<file path="src/rtl/sha256_pkg.sv">
// Shared SHA-256 sequencing types and constants: sequencer states,
// block geometry and the initial hash value the core resets to.
`timescale 1ns/1ps
package sha256_pkg;

  typedef enum logic [2:0] {
    S_IDLE,
    S_INIT,
    S_FILL,
    S_GO,
    S_WAIT,
    S_OUT
  } seq_state_t;

  localparam int SHA256_WORDS    = 16;
  localparam int SHA256_DIGEST_W = 256;

  localparam logic [SHA256_DIGEST_W-1:0] SHA256_IV = {
    32'h6a09e667, 32'hbb67ae85, 32'h3c6ef372, 32'ha54ff53a,
    32'h510e527f, 32'h9b05688c, 32'h1f83d9ab, 32'h5be0cd19
  };

endpackage

</file>
<file path="src/rtl/sha256_done_edge.sv">
// Completion detector for the compression core: registers the previous done
// level so a level left high from an earlier block is not taken as completion.
`timescale 1ns/1ps
module sha256_done_edge
  import sha256_pkg::*;
(
  input  logic clk,
  input  logic reset,
  input  logic core_done,
  output logic done_rise
);

  logic done_prev;

  // Reset to 1 so a done level present straight out of reset never counts.
  always_ff @(posedge clk) begin
    if (!reset) done_prev <= 1'b1;
    else        done_prev <= core_done;
  end

  assign done_rise = core_done && !done_prev;

endmodule

</file>
<file path="src/rtl/sha256_block_sequencer.sv">
// Feeds pre-padded 512-bit blocks into the SHA-256 compression core, chains
// blocks of one message and returns the digest. SHA_WDOG_EN adds a WAIT watchdog.
`timescale 1ns/1ps
module sha256_block_sequencer
  import sha256_pkg::*;
#(
  parameter int WDOG_CYCLES = 128,
  parameter int BLK_CNT_W   = 16
) (
  input  logic                       clk,
  input  logic                       reset,
  input  logic                       in_valid,
  input  logic [31:0]                in_data,
  input  logic                       in_last,
  output logic                       in_ready,
  output logic                       digest_valid,
  output logic [SHA256_DIGEST_W-1:0] digest,
  input  logic                       digest_ready,
  output logic                       err,
  output logic                       busy,
  output logic [BLK_CNT_W-1:0]       blocks_done,
  output logic                       core_reset,
  output logic                       core_chipselect,
  output logic                       core_write,
  output logic [3:0]                 core_address,
  output logic [31:0]                core_writedata,
  output logic                       core_go,
  input  logic [SHA256_DIGEST_W-1:0] core_h,
  input  logic                       core_done
);

  seq_state_t state;
  logic [3:0] idx;
  logic       last_q;
  logic       core_reset_q;
  logic       done_rise;
  logic       accept;
  logic       bad_last;
  logic       wdog_fire;

  sha256_done_edge u_done_edge (
    .clk       (clk),
    .reset     (reset),
    .core_done (core_done),
    .done_rise (done_rise)
  );

  assign in_ready        = (state == S_FILL);
  assign busy            = (state != S_IDLE);
  assign accept          = in_valid && in_ready;
  assign bad_last        = in_last && (idx != 4'(SHA256_WORDS - 1));
  assign core_chipselect = accept && !bad_last;
  assign core_write      = core_chipselect;
  assign core_address    = idx;
  assign core_writedata  = in_data;
  assign core_reset      = core_reset_q || !reset;

`ifdef SHA_WDOG_EN
  localparam int WDOG_W = $clog2(WDOG_CYCLES + 1);
  logic [WDOG_W-1:0] wdog_cnt;

  // Counts cycles since GO; value k means GO was k cycles ago.
  always_ff @(posedge clk) begin
    if (!reset || (state != S_GO && state != S_WAIT)) wdog_cnt <= '0;
    else                                              wdog_cnt <= wdog_cnt + 1'b1;
  end

  assign wdog_fire = (state == S_WAIT) && (wdog_cnt == WDOG_W'(WDOG_CYCLES - 1));
`else
  logic [31:0] unused_wdog_cfg;
  assign unused_wdog_cfg = WDOG_CYCLES;
  assign wdog_fire       = 1'b0;
`endif

  always_ff @(posedge clk) begin
    if (!reset) begin
      state        <= S_IDLE;
      idx          <= '0;
      last_q       <= 1'b0;
      blocks_done  <= '0;
      digest_valid <= 1'b0;
      digest       <= '0;
      err          <= 1'b0;
      core_go      <= 1'b0;
      core_reset_q <= 1'b0;
    end else begin
      err          <= 1'b0;
      core_go      <= 1'b0;
      core_reset_q <= 1'b0;
      case (state)
        S_IDLE: begin
          if (in_valid) begin
            core_reset_q <= 1'b1;
            state        <= S_INIT;
          end
        end
        S_INIT: begin
          idx   <= '0;
          state <= S_FILL;
        end
        S_FILL: begin
          if (accept) begin
            if (bad_last) begin
              // Early in_last: drop the word and restart the message from the IV.
              err          <= 1'b1;
              core_reset_q <= 1'b1;
              idx          <= '0;
              state        <= S_INIT;
            end else begin
              idx <= idx + 1'b1;
              if (idx == 4'(SHA256_WORDS - 1)) begin
                last_q  <= in_last;
                core_go <= 1'b1;
                state   <= S_GO;
              end
            end
          end
        end
        S_GO: state <= S_WAIT;
        S_WAIT: begin
          if (done_rise) begin
            blocks_done <= blocks_done + 1'b1;
            if (last_q) begin
              digest       <= core_h;
              digest_valid <= 1'b1;
              state        <= S_OUT;
            end else begin
              state <= S_FILL;
            end
          end else if (wdog_fire) begin
            err          <= 1'b1;
            core_reset_q <= 1'b1;
            state        <= S_IDLE;
          end
        end
        S_OUT: begin
          if (digest_ready) begin
            digest_valid <= 1'b0;
            state        <= S_IDLE;
          end
        end
        default: state <= S_IDLE;
      endcase
    end
  end

endmodule

</file>
<file path="config.mk">
export PLATFORM = sky130hd
export DESIGN_NAME = sha256_block_sequencer
export DESIGN_NICKNAME = d
export VERILOG_FILES = /design/src/rtl/sha256_pkg.sv /design/src/rtl/sha256_done_edge.sv /design/src/rtl/sha256_block_sequencer.sv
export SDC_FILE = /design/constraint.sdc
export NUM_CORES = 1
export LEC_CHECK = 0
export CAP_MARGIN = 10
export CORE_AREA = 2 2 238 240
export DETAILED_ROUTE_END_ITERATION = 8
export DIE_AREA = 0 0 240 242
export GPL_ROUTABILITY_DRIVEN = 0
export HOLD_SLACK_MARGIN = 0.06
export PLACE_DENSITY = 0.54
export SYNTH_ARGS = -nofsm -noshare
export SYNTH_HDL_FRONTEND = slang
export SYNTH_HIERARCHICAL = 1
export SYNTH_SLANG_ARGS = --single-unit
</file>
<file path="constraint.sdc">
create_clock -name clk -period 2.23 [get_ports clk]
set_input_delay 0.446 -clock clk [delete_from_list [all_inputs] [get_ports clk]]
set_output_delay 0.446 -clock clk [all_outputs]
set_load 0.01 [all_outputs]
</file>
Yosys cells after proc, flatten, opt, wreduce, memory -nomap -nowiden
Cells that the tools add are included.
W data, S select, Z words.
Cells by class
  $add $sub $neg: 2
  eq/ne operators: 13
  mux-type cells: 20
  bitwise gates (word level): 4
  reduce and logical (&&, ||, !) cells: 20
Operators by type and width (number)
  $mux W3: 7
  $pmux W3 S6: 1
  $add A16 B1 Y16 const B: 1
  $mux W4: 2
  $ne A2 B2 Y1 const B: 4
  $pmux W4 S2: 1
  $reduce_and A4 Y1: 2
  $mux W1: 7
  $eq A3 B2 Y1 const B: 2
  $eq A3 B3 Y1 const B: 2
  $reduce_and A2 Y1: 3
  $reduce_and A5 Y1: 1
  $add A4 B1 Y4 const B: 1
  $eq A4 B4 Y1 const B: 1
  $logic_and A1 B1 Y1: 4
  $ne A4 B4 Y1 const B: 1
  $not A1 Y1: 4
  $pmux W1 S2: 2
  $reduce_bool A2 Y1: 2
  $reduce_or A4 Y1: 1
  $eq A3 B1 Y1 const B: 1
  $logic_not A1 Y1: 3
  $logic_not A3 Y1: 1
  $ne A3 B1 Y1 const B: 1
  other kinds (4): 4
Storage, ports and cells
  bits in registers: 285
  input port bits: 294
  output and inout bits: 316
  word-level logic and storage cells: 69

Longest topological paths before layout
  depth in word-level cells: 5
  mapped depth: 9
  gate-level depth less buffers: 5

Modules after synthesis
The synthesis kept the hierarchy.
By module, submodules not included
  sha256_block_sequencer: times used 1, cells an instance 1303, area each 10271.1 um2, seq. area each 5685.5 um2
  sha256_done_edge: times used 1, cells an instance 3, area each 40.0 um2, seq. area each 20.0 um2

Worst setup path before layout
OpenSTA, ideal clock, no wires.
  kind: input port to flip-flop
  from: input port core_done
  to: register blocks_done[15]
  library setup time: 0.070 ns
  arrival: 1.869 ns
  required time: 2.160 ns
  path slack: 0.290 ns
  stages on the path: 6
  path buffers: 1
  cell sequence: nor2b_4 > nand4bb_1 > buf_2 > or4_4 > or3_1 > a21oi_1
On the way
  word-level cells in the longest chain between the ends: 2
RTL lines
  from (decl): RTL line sha256_block_sequencer.sv:29  | input logic core_done
  $logic_and A1 B1 Y1: RTL line sha256_done_edge.sv:21  | assign done_rise = core_done && !done_prev;
  $reduce_and A2 Y1 (no source line)
  to (signal assigned): RTL line sha256_block_sequencer.sv:122  | blocks_done <= blocks_done + 1'b1;
  to (decl): RTL line sha256_block_sequencer.sv:21  | output logic [BLK_CNT_W-1:0] blocks_done,
No other way between the ends.
A chain may end at the register's enable or synchronous reset.

Final worst setup path
  from: register state[0]
  to: output port core_chipselect
On the way
  word-level cells in the longest chain between the ends: 3
RTL lines
  from (decl): RTL line sha256_block_sequencer.sv:32  | seq_state_t state;
  from (signal assigned): RTL line sha256_block_sequencer.sv:77  | state <= S_IDLE;
  from (signal assigned): RTL line sha256_block_sequencer.sv:94  | state <= S_INIT;
  from (signal assigned): RTL line sha256_block_sequencer.sv:99  | state <= S_FILL;
  $eq A3 B2 Y1: RTL line sha256_block_sequencer.sv:48  | assign in_ready = (state == S_FILL);
  $logic_and A1 B1 Y1: RTL line sha256_block_sequencer.sv:50  | assign accept = in_valid && in_ready;
  $logic_and A1 B1 Y1: RTL line sha256_block_sequencer.sv:52  | assign core_chipselect = accept && !bad_last;
  to (decl): RTL line sha256_block_sequencer.sv:23  | output logic core_chipselect,
No other way between the ends.

==> impl_results.md <==
- Standard-cell row count: 87
- Clock power share: 49.0%
- Crit Path Max Fanout: 11
- Largest area contributor in the netlist: dfxtp_1
- Number of global-route vias before repair: 10200
- Worst-Margin Slew: 0.455 ns
- Final hold slack: 0.450 ns
- CP Class: reg -> out
- Gr ovfl total: 0
- Post-CTS Repair Setup Buffers: 0
- Hold/Removal Path Class: reg -> reg
- Comb power frac: 6.4%
- Distinct cells, synth: 39
- Placed cell count: 2555
- Fin crit period: 2.13 ns
- Num CTS Buffers: 35
- Slack of the critical path: 0.0990 ns
- Inserted Diodes: 0
- Post-DP Area: 16900 µm²
- Setup TNS: 0 ns
- Syn Area/Cell: 7.90 µm²
- Initial DRT Pass Iterations: 6
- IO Count: 610
- # nets final: 2132
- DRT antenna net count: 0
- Clk buf depth: 3
- Starting Density: 18.5%
- Sequential element share of the synthesized area: 55.3%
- Die W: 240 µm
- First-pass GRT wire length: 56.3 mm
- Number of flops mapped to enable cells by yosys: 0
- Crit path DAT: 1.68 ns
- Worst setup SP type: flop
- Clock Skew: 0.0117 ns
- Unrepaired setup endpoints after global routing: true
- Max-slew violations: 0
- Worst skew pair latency: 0.52 ns
- Fin. Hold Viols: 0
- Final Cycle Share: 95.6%
- Reg power frac: 44.6%
- Area of the multi-input gates: 3980 µm²
- Final HPWL DP: 27.7 mm
- Core area: 55700 µm²
- Post-Syn Nets: 1602
- PnR Total Power: 11.5 mW
- Root buffer cell: clkbuf_16
- Max transition margin: 69.4%
- Top FF cell, synth: dfxtp_1
- Clk pin slew, worst setup/hold paths: 0.06 ns
- H-Tree Depth: 2
- Outcome: complete, no violations
- P_sw: 2.46 mW
- Internal: 9.05 mW
- Initial antenna violation count: 0
- Sw Ratio: 21.4%
- Die Ht: 242 µm
- GR Util All Layers: 12.2%
- Synth top area cells: dfxtp_1 55%, nand2_1 19%, a21oi_1 13%
- Die area: 58100 µm²
- Port Buffers: 545
- CTS tree: built
- IR drop worst, VDD: 0.528 mV
- Post-Place Setup Slack: -0.307 ns
- Drt wl/cell: 14.3 µm
- Fill cells: 5874
- Leak: 6.00 nW
- Final setup vio count: 0
- Max-cap violation count: 0
- Post-synthesis cell count: 1306
- Post-synthesis async set-or-reset flop share: 0%
- Power density cells: 638 nW/µm²
- Residual DRC: 0
- Synthesis Warnings: 6
- WP data required: 1.78 ns
- Final Core Density: 32.3%
- Area Growth Syn to Fin: 74.8%
- Pin count of the biggest net entering global routing: 52
- Top cell type's share of synthesized area: 55.3%
- Share of layout cells above drive strength 1: 7.26%
- Synthesized area: 10300 µm²
- Layout Cells excl Fill: 2616
- WL final: 37.3 mm
- #FFs+latches synth: 285
- Initial DRC count: 327
- Achievable Freq: 469 MHz
- Register area: 5710 µm²
- Vias per cell: 4.04
- Crit path capture type: output pin
- Clock sinks: 285
- Cell area after layout: 18000 µm²
- Vias: 10600
metal layers:
layer | share of wire [%] | global-route usage [%] | vias to the layer above
li1 | - | - | 5250
met1 | 39 | 13.1 | 4828
met2 | 48 | 21.2 | 421
met3 | 10 | 5.08 | 66
met4 | 2.7 | 4.33 | 0
met5 | 0 | 0 | -
cells in the mapped netlist (2+ instances only):
library cell	instances
nand3_1	5
a21oi_1	267
dfxtp_1	285
and2_1	2
o22a_1	3
nand2b_1	4
nor3b_1	2
nand4_1	5
nor3_1	5
clkbuf_1	61
nand2_1	532
nor2b_1	2
xor2_1	5
buf_4	33
xnor2_1	6
o21a_1	4
buf_2	30
nor4_1	2
or3_1	6
ha_1	2
o21ai_0	9
nor2_1	17
mux2i_1	3
worst paths after layout:
path                                            start              end  slack, ns  cells past startpoint
worst min-delay path                      digest[124]      digest[124]       0.45                      2
worst min register to register            digest[124]      digest[124]       0.45                      2
worst max-delay path                         state[0]  core_chipselect        0.1                      3
worst max register to register  u_done_edge/done_prev       digest[86]       0.36                      8
final cells by class:
class,instances,area share [%]
flip-flops and latches,285,31.7
inverters,2,0.0833
well taps,756,5.25
repair buffers,618,34.6
clock inverters,8,0.535
clock buffers,53,5.75
multi-input cells,894,22.1
power by group through the flow:
stage | Sequential (mW) | Clock [mW] | Combinational, mW
after floorplan | 5.23 | 0 | 0.219
after global placement | 5.24 | 0 | 0.741
after detailed placement | 5.24 | 0 | 0.741
after CTS | 5.13 | 5.86 | 0.741
after global routing | 5.14 | 6.04 | 0.784
final | 5.13 | 5.63 | 0.734
what timing repair did:
| action | CTS | global route |
|---|---|---|
| hold buffers | 0 | 0 |
| setup endpoints to repair | 4 | 1 |
| gates resized for setup | 10 | 0 |
sequential cells by signal, summed over array words and instances (netlist names), 3 cells and up:
| register | flops |
|---|---|
| blocks_done | 16 |
| core_address | 4 |
| digest | 256 |
| state | 3 |
worst max-delay path: stages (launching register included):
cell,delay [ns]
dfxtp_2,0.44
and4bb_2,0.28
and2_1,0.17
dlygate4sd2_1,0.28
placed cells by master, fill, tap and decap left out, types with 2 or more instances in the layout:
cell             instances
clkbuf_1                11
dfxtp_1                280
buf_12                  19
nand3_1                  5
bufinv_16                2
dlygate4sd2_1            4
dfxtp_2                  5
o22a_1                   3
nor3_1                   5
xnor2_1                  6
ha_1                     2
or3_1                    6
a21oi_1                267
o21ai_0                  9
nor2b_1                  2
clkbuf_16               37
nand2b_1                 4
o21a_1                   4
clkdlybuf4s50_1        541
mux2i_1                  3
xor2_1                   5
clkinv_2                 4
clkbuf_8                 5
buf_4                   54
nor2_1                  17
nand2_1                531
nand4_1                  5
nor4_1                   2
kinds of logic (layout without fill, tap and decap cells):
family,Yosys count,after routing,synth area share (%)
adders and majority gates,2,2,0.243
DFF,285,285,55.3
AOI/OAI and AO/OA,287,287,14.3
and+or+nand+nor,591,591,22.7
buffers and inverters,127,681,6.19
muxes,3,3,0.291
xor gates and xnor gates,11,11,0.934
Note: power is estimated with default switching activity, not from simulation.
